--- config.mk ---
export PLATFORM = sky130hd
export DESIGN_NAME = fb_pixel_writer
export DESIGN_NICKNAME = d
export VERILOG_FILES = /design/src/rtl/fb_pkg.sv /design/src/rtl/pixel_fifo.sv /design/src/rtl/fb_pixel_writer.sv
export SDC_FILE = /design/constraint.sdc
export NUM_CORES = 1
export LEC_CHECK = 0
export ABC_AREA = 1
export CELL_PAD_IN_SITES_DETAIL_PLACEMENT = 0
export CELL_PAD_IN_SITES_GLOBAL_PLACEMENT = 1
export CORE_UTILIZATION = 43
export DETAILED_ROUTE_END_ITERATION = 6
export PLACE_DENSITY = 0.78
export SLEW_MARGIN = 20
export SYNTH_ARGS = -nofsm -noshare
export SYNTH_HDL_FRONTEND = slang
export SYNTH_SLANG_ARGS = --single-unit
--- constraint.sdc ---
create_clock -name clk -period 4.7 [get_ports clk]
set_input_delay 0.94 -clock clk [delete_from_list [all_inputs] [get_ports clk]]
set_output_delay 0.94 -clock clk [all_outputs]
set_load 0.02 [all_outputs]
--- src/rtl/fb_pkg.sv ---
// Shared framebuffer types: default geometry, address width, pixel record and
// the write-sequencer state encoding.
package fb_pkg;

    localparam int H_RES_DEF = 640;
    localparam int V_RES_DEF = 480;
    localparam int FB_ADDR_W = 19;
    localparam int COORD_W   = 11;
    localparam int COLOUR_W  = 4;

    typedef logic [COLOUR_W-1:0] colour_t;

    typedef struct packed {
        logic [COORD_W-1:0] x;
        logic [COORD_W-1:0] y;
        colour_t            colour;
    } pixel_t;

    typedef enum logic [1:0] {
        S_IDLE  = 2'd0,
        S_ADDR  = 2'd1,
        S_WRITE = 2'd2
    } state_t;

endpackage

--- src/rtl/pixel_fifo.sv ---
// Synchronous pixel FIFO with a registered head word (first-word fall-through).
// A word pushed into an empty FIFO becomes visible at the head one cycle later.
module pixel_fifo
    import fb_pkg::*;
#(
    parameter int DEPTH = 8
) (
    input  logic                   clk,
    input  logic                   reset,
    input  logic                   push,
    input  pixel_t                 push_data,
    input  logic                   pop,
    output pixel_t                 head,
    output logic                   full,
    output logic                   empty,
    output logic [$clog2(DEPTH):0] level
);

    localparam int AW = $clog2(DEPTH);
    localparam int CW = AW + 1;

    pixel_t          ram [DEPTH];
    logic [AW-1:0]   wr_ptr;
    logic [AW-1:0]   rd_ptr;
    logic [CW-1:0]   count;
    logic [CW-1:0]   ram_count;
    logic            head_valid;
    logic            wr_en;
    logic            rd_en;
    logic            load;

    // count covers the head register too, so total capacity stays at DEPTH
    assign full      = (count == CW'(DEPTH));
    assign empty     = !head_valid;
    assign level     = count;
    assign wr_en     = push && !full;
    assign rd_en     = pop && head_valid;
    assign ram_count = count - CW'(head_valid);
    assign load      = (ram_count != '0) && (!head_valid || rd_en);

    always_ff @(posedge clk) begin
        if (wr_en) begin
            ram[wr_ptr] <= push_data;
        end
    end

    always_ff @(posedge clk) begin
        if (reset) begin
            wr_ptr     <= '0;
            rd_ptr     <= '0;
            count      <= '0;
            head_valid <= 1'b0;
            head       <= '0;
        end else begin
            count <= count + CW'(wr_en) - CW'(rd_en);
            if (wr_en) begin
                wr_ptr <= wr_ptr + AW'(1);
            end
            if (load) begin
                head       <= ram[rd_ptr];
                head_valid <= 1'b1;
                rd_ptr     <= rd_ptr + AW'(1);
            end else if (rd_en) begin
                head_valid <= 1'b0;
            end
        end
    end

endmodule

--- src/rtl/fb_pixel_writer.sv ---
// Framebuffer pixel writer: clips rasterizer pixels, queues them and issues
// acknowledged memory writes in order. Optional macro FB_TRANSPARENT_EN skips colour 0.
//
// state   | meaning
// S_IDLE  | waiting for a queued pixel
// S_ADDR  | computing address/data from the hold register
// S_WRITE | presenting the write until mem_ack
module fb_pixel_writer
    import fb_pkg::*;
#(
    parameter int H_RES      = H_RES_DEF,
    parameter int V_RES      = V_RES_DEF,
    parameter int FIFO_DEPTH = 8
) (
    input  logic                 clk,
    input  logic                 Reset,
    input  logic                 request,
    input  logic [COORD_W-1:0]   x,
    input  logic [COORD_W-1:0]   y,
    input  logic [COLOUR_W-1:0]  TRIcolour,
    output logic                 full,
    output logic [FB_ADDR_W-1:0] mem_addr,
    output logic [COLOUR_W-1:0]  mem_data,
    output logic                 mem_we,
    input  logic                 mem_ack,
    output logic [15:0]          dropped,
    output logic                 idle
);

    localparam logic [COORD_W-1:0] X_LIM = COORD_W'(H_RES);
    localparam logic [COORD_W-1:0] Y_LIM = COORD_W'(V_RES);

    state_t                       state;
    pixel_t                       in_pix;
    pixel_t                       hold;
    pixel_t                       fifo_head;
    logic                         fifo_full;
    logic                         fifo_empty;
    logic [$clog2(FIFO_DEPTH):0]  fifo_level;
    logic                         clipped;
    logic                         transparent;
    logic                         push;
    logic                         pop;
    logic [FB_ADDR_W-1:0]         x_ext;
    logic [FB_ADDR_W-1:0]         y_ext;
    logic [FB_ADDR_W-1:0]         addr_calc;

`ifdef FB_TRANSPARENT_EN
    assign transparent = (TRIcolour == '0);
`else
    assign transparent = 1'b0;
`endif

    assign in_pix  = '{x: x, y: y, colour: TRIcolour};
    assign clipped = (x >= X_LIM) || (y >= Y_LIM) || transparent;
    assign push    = request && !clipped;
    assign pop     = !fifo_empty &&
                     ((state == S_IDLE) || ((state == S_WRITE) && mem_ack));

    pixel_fifo #(
        .DEPTH (FIFO_DEPTH)
    ) u_fifo (
        .clk       (clk),
        .reset     (Reset),
        .push      (push),
        .push_data (in_pix),
        .pop       (pop),
        .head      (fifo_head),
        .full      (fifo_full),
        .empty     (fifo_empty),
        .level     (fifo_level)
    );

    assign x_ext = FB_ADDR_W'(hold.x);
    assign y_ext = FB_ADDR_W'(hold.y);

    generate
        if (H_RES == 640) begin : g_shift_add
            // 640 = 512 + 128
            assign addr_calc = (y_ext << 9) + (y_ext << 7) + x_ext;
        end else begin : g_mult
            assign addr_calc = y_ext * FB_ADDR_W'(H_RES) + x_ext;
        end
    endgenerate

    always_ff @(posedge clk) begin
        if (Reset) begin
            state    <= S_IDLE;
            hold     <= '0;
            mem_addr <= '0;
            mem_data <= '0;
        end else begin
            case (state)
                S_IDLE: begin
                    if (!fifo_empty) begin
                        hold  <= fifo_head;
                        state <= S_ADDR;
                    end
                end
                S_ADDR: begin
                    mem_addr <= addr_calc;
                    mem_data <= hold.colour;
                    state    <= S_WRITE;
                end
                S_WRITE: begin
                    if (mem_ack) begin
                        if (!fifo_empty) begin
                            hold  <= fifo_head;
                            state <= S_ADDR;
                        end else begin
                            state <= S_IDLE;
                        end
                    end
                end
                default: state <= S_IDLE;
            endcase
        end
    end

    // a pop on the same edge never frees room for an overflowing push
    always_ff @(posedge clk) begin
        if (Reset) begin
            dropped <= '0;
        end else if (push && fifo_full && (dropped != 16'hFFFF)) begin
            dropped <= dropped + 16'd1;
        end
    end

    assign mem_we = (state == S_WRITE);
    assign full   = fifo_full;
    assign idle   = (fifo_level == '0) && (state == S_IDLE);

endmodule

# After elaboration in Yosys (flattened, before gate mapping)
# Memory sizes are Yosys's and may differ from the RTL's. A register that Yosys moved wholly into a read port is not among the register bits.
# Index checks and enable logic that the tools add are counted.
dict set report op_classes {
  n_addsub 8
  magnitude_cmp 2
  n_eq_ne 6
  mux 11
  reduce_logical 22
}
# cell count
set op_table {}
lappend op_table {{26-bit 2-to-1 mux} 2}
lappend op_table {{26-bit case mux with 2 select lines} 1}
lappend op_table {{19-bit by 11-bit adder with 19-bit output} 1}
lappend op_table {{19-bit by 18-bit adder with 19-bit output} 1}
lappend op_table {{16-bit by 1-bit adder with 16-bit output (second input constant)} 1}
lappend op_table {{16-bit != test (second input constant)} 1}
lappend op_table {{11-bit by 10-bit >= comparator with 1-bit output (second input constant)} 1}
lappend op_table {{11-bit by 9-bit >= comparator with 1-bit output (second input constant)} 1}
lappend op_table {{1-bit logical AND} 9}
lappend op_table {{4-bit by 1-bit subtractor with 4-bit output} 2}
lappend op_table {{3-bit by 1-bit adder with 3-bit output (second input constant)} 2}
lappend op_table {{2-bit case mux with 3 select lines} 1}
lappend op_table {{1-bit 2-to-1 mux} 5}
lappend op_table {{4-bit by 1-bit adder with 4-bit output} 1}
lappend op_table {{4-bit == test (second input constant)} 1}
lappend op_table {{4-bit logical NOT} 1}
lappend op_table {{2-bit 2-to-1 mux} 2}
lappend op_table {{2-bit by 1-bit != test with 1-bit output (second input constant)} 2}
lappend op_table {{2-bit AND reduction} 2}
lappend op_table {{2-bit nonzero test} 2}
lappend op_table {{4-bit nonzero test} 1}
lappend op_table {{1-bit logical NOT} 3}
lappend op_table {{1-bit logical OR} 3}
lappend op_table {{2-bit by 1-bit == test with 1-bit output (second input constant)} 1}
lappend op_table {{2 further kinds} 2}
dict set report word_totals {
  reg_bits 78
  ramBits 208
  inputBits 30
  out_inout_bits 42
  elab_cells 61
  n_memories 1
}
# name words word_bits rd rd_clocked_by_memory_dff wr line
set mem_list {}
lappend mem_list {u_fifo.ram 8 26 1 1 1 pixel_fifo.sv:22} ;# pixel_t ram [DEPTH];

# Longest topological paths before layout
dict set report logic_depth {
  depth_word 8
  ltp_mapped 14
  depth_no_buf 14
}

# Cells and area by module
# From an unflattened synthesis, not the netlist that was laid out.
dict set report hier_totals {
  hier_cells 1668
  hier_area_um2 14372.5
}
# mod n_inst cells_per_inst area_per_inst_um2 seq_area_each_um2
set modules_own_cells {}
lappend modules_own_cells {pixel_fifo 1 1167 10809.1 6986.7}
lappend modules_own_cells {fb_pixel_writer 1 501 3563.4 1341.3}

# Least setup slack after synthesis
# No wires, ideal clock.
dict set report synth_timing {
  kind {input -> register}
  start {in y[10]}
  end {mem u_fifo.ram[0][0] (netlist bit) (enable)}
  setup_ns 0.442
  t_arrival_ns 3.461
  required_time_ns 4.258
  slack_ns 0.798
  stages 7
  n_path_buf 0
  path_cell_list {inv_1 -> nand2_1 -> nor2_1 -> nand3_1 -> nor2_2 -> nand2_1 -> nor3_1}
}
dict set report synth_between {
  elab_chain_len 7
}
# element line
set synth_rtl {}
lappend synth_rtl {{from (decl)} fb_pixel_writer.sv:19} ;# input logic [COORD_W-1:0] y,
lappend synth_rtl {{11-bit by 9-bit >= comparator with 1-bit output} fb_pixel_writer.sv:55} ;# assign clipped = (x >= X_LIM) || (y >= Y_LIM) || transparent;
lappend synth_rtl {{1-bit logical OR} fb_pixel_writer.sv:55}
lappend synth_rtl {{1-bit logical NOT} fb_pixel_writer.sv:56} ;# assign push = request && !clipped;
lappend synth_rtl {{1-bit logical AND} fb_pixel_writer.sv:56}
lappend synth_rtl {{1-bit logical AND} pixel_fifo.sv:36} ;# assign wr_en = push && !full;
lappend synth_rtl {{via u_fifo.wr_en} pixel_fifo.sv:28} ;# logic wr_en;
lappend synth_rtl {{1-bit 2-to-1 mux} pixel_fifo.sv:42} ;# if (wr_en) begin
lappend synth_rtl {{1-bit 2-to-1 mux (not written as such)} pixel_fifo.sv:43} ;# ram[wr_ptr] <= push_data;
lappend synth_rtl {{to (decl)} pixel_fifo.sv:22}
# The timed path passes the listed nets, and every way through them passes these cells.

# Worst setup path in the final report
dict set report layout_timing {
  start {in y[9]}
  end {mem u_fifo.ram[7][9] (netlist bit) (enable)}
}
# The elaborated chain is that of the path after synthesis.

==> summary.txt <==
cts bufs inserted: 35
VDD IR-drop max: 0.000317 V
fillers: 2717
filler-free cell count of the finished design: 1835
global-route wire length before repair: 47000 um
relative slew slack: 29.1%
gr busiest metal: met2
pwr dens: 570 nW/um^2
share of the synthesized area in the top cell type: 47.1%
pre-CTS setup slack: 1.04 ns
synth top area cells: edfxtp_1 (47%), dfxtp_1 (16%), nand2_1 (11%)
largest net degree at the start of global routing: 66
Tightest Pin Transition: 1.06 ns
synthesized net count: 1425
RSZ-0062 raised after global routing: false
skew final: 0.0186 ns
Vias per Instance: 5.04
Final GP Congestion: 0.809
most common cell in the synthesized netlist: nand2_1
vias in the first global route: 8722
slowest CP cell: clkdlybuf4s50_1
status: completed
Global Route met2 Usage: 28.8%
max_cap viols: 0
Worst path max stage delay: 0.54 ns
Worst R2R Setup Slack: 2.07 ns
CP endpoint kind: flop
gr ovfl total: 0
critical path arrival: 3.35 ns
Final Hold Viols: 0
worst setup path class: in -> reg
Worst Setup Start Kind: primary input
row count: 63
Die Width: 178 um
hold buffers post-CTS: 0
CTS tree: done
post-synthesis register bit count: 312
Setup WS post-layout: 1.57 ns
Combinational Power Share: 29.2%
Min-Delay Path Class: reg -> reg
Longest Clk Path Bufs: 3
# nets final: 1485
later-pin clock latency in the skew report: 0.51 ns
WL per Instance: 15.8 um
Crit path required time: 4.91 ns
Antenna Violating Nets Remaining: 0
Seq pwr share: 38.5%
Die Ht: 178 um
Avg Inst Size Synth: 9.73 sq um
Crit Path Max Fanout: 20
Max Freq: 0.319 GHz
critical path's top delay family: simple AND/OR/NAND/NOR gates
P&R area growth vs syn: 17.5%
CP Buf/Inv Count: 3
Post-synth EDFFs: 208
Slew Viols, Final: 0
clock network power share: 32.3%
initial cell density of the core: 44.2%
Final setup viols: 0
Worst-path clk slew: 0.06 ns
Psw: 0.00302 W
total power: 0.00886 W
DRT Pass-1 Iters: 5
post-synth cell types: 34
Setup Total Neg Slack: 0 ns
GR met3 Demand/Resource: 3.21%
period utilization: 66.6%
I/O Pins: 72
Int Power: 0.00584 W
Buffers on Ports: 71
area leader, netlist: edfxtp_1
Synth Flop Type: edfxtp_1
final WL: 29000 um
GRT met1 Usage: 28.0%
Post-CTS Resized: 0
Gate Count Post-Synth: 1361
DRC errors left: 0
H-tree lvl count: 2
worst path cell trace: clkdlybuf4s50_1 > inv_1 > nand2_1 > nor2_1 > nand3_1 > nor2_2 > nand2_1 > nor2_2 > buf_12
Detail Placement HPWL: 17600 um
die area: 31500 sq um
register area share after synthesis: 62.9%
final worst path period need: 3.13 ns
share of layout cells above drive strength 1: 7.27%
antenna violations before repair: 0
switching share of power: 34.1%
Util after Layout: 51.9%
Cell Area, Synth: 13200 sq um
placed cells: 1774
Clock Sinks: 312
clk root buf: clkbuf_16
Critical R2R Launch: u_fifo.rd_ptr[0]
Setup Fix Bufs, Post-CTS: 0
most frequent cells after synthesis: nand2_1 (398), edfxtp_1 (208), nand3_1 (189), nor2_1 (111), dfxtp_1 (104)
initial DRC count: 672
n_diodes: 0
Ys Warns: 0
Leak: 6.00 nW
CP Launch Point: y[9]
Post-synth ARST share: 0%
All-Layer GR Usage: 19.0%
Worst Hold Launch: u_fifo.head[15]
DR vias: 9244
Core ar.: 30000 sq um
==> state kept, by name, summed over array words and instances, names as in the netlist <==
register / count
dropped: 16
u_fifo.wr_ptr: 3
state: 2
u_fifo.rd_ptr: 3
u_fifo.head_valid: 1
hold: 26
u_fifo.head: 26
u_fifo.ram: 208
u_fifo.level: 4
mem_data: 4
mem_addr: 19
==> per-stage QoR <==
| stage | instance area [sq um] | hold WS (ns) |
|---|---|---|
| 2_1_floorplan | 13200 | 0.424 |
| 3_3_place_gp | 14300 | 0.436 |
| 3_5_place_dp | 14300 | 0.443 |
| 4_1_cts | 15600 | 0.450 |
| 5_1_grt | 15600 | 0.473 |
| 6_report | 15600 | 0.447 |
==> power by group through the flow <==
stage / logic [W] / clock network (W) / registers [W]
floorplan: 0.00189 / 0 / 0.00343
global placement: 0.00258 / 0 / 0.00347
detailed placement: 0.00260 / 0 / 0.00347
CTS: 0.00262 / 0.00291 / 0.00342
global route: 0.00297 / 0.00303 / 0.00346
finish: 0.00259 / 0.00286 / 0.00342
==> metal layers <==
layer | vias to the layer above | part of all wire (%)
met2 | 259 | 44
met1 | 4227 | 49
met4 | 0 | 1.9
li1 | 4714 | -
met5 | - | 0
met3 | 44 | 5.6
==> placed cells by master (no fill, tap or decap), types with 2 or more instances in the layout <==
cell	instances
nand3_1	189
nand3b_1	2
o21ai_1	2
clkbuf_16	35
nand4_1	5
ha_1	30
clkbuf_8	2
nand2_2	5
nor3_1	26
a21oi_2	3
buf_4	17
buf_12	2
nor2_1	107
nand2_1	398
inv_1	65
nor2_4	3
fa_1	4
a21oi_1	53
clkinv_2	7
nor2_2	8
bufinv_16	7
xor2_1	10
clkdlybuf4s50_1	70
clkinv_1	8
inv_6	2
edfxtp_1	208
dfxtp_1	102
xnor2_1	4
nor3_2	4
o21ai_0	53
==> kinds of logic after synthesis <==
family | after synthesis | share of synthesized area, %
AOI/OAI and AO/OA | 114 | 4.45
xor gates and xnor gates | 14 | 0.926
adders and majority gates | 34 | 3.44
buffers and inverters | 137 | 4.28
DFF | 312 | 62.9
and+or+nand+nor | 750 | 24.0
==> area by class of cell <==
cell class	instances	area [sq um]	share of cell area [%]
Clock inverter	23	310	1.99
Inverter	70	265	1.70
Tap cell	390	488	3.14
Clock buffer	38	907	5.83
Multi-Input combinational cell	912	4380	28.2
Sequential cell	312	8330	53.6
Timing Repair Buffer	90	873	5.61
==> worst reg2reg max path, stage by stage, from the launching register on <==
cell and delay [ns]:
dfxtp_4 0.51, inv_2 0.59, buf_4 0.67, nand2_1 0.22
nand3_1 0.11, nand3_1 0.08, nand2_1 0.15, nand2_1 0.08
a21oi_1 0.14
==> path summary, 6_finish.rpt <==
| check | endpoint | cells after the start |
|---|---|---|
| setup reg to reg | u_fifo.head[19] | 8 |
| hold / removal | hold[15] | 2 |
| setup / recovery | u_fifo.ram[7][9] | 9 |
| hold reg to reg | hold[15] | 2 |
(Power assumes the default switching activity.)
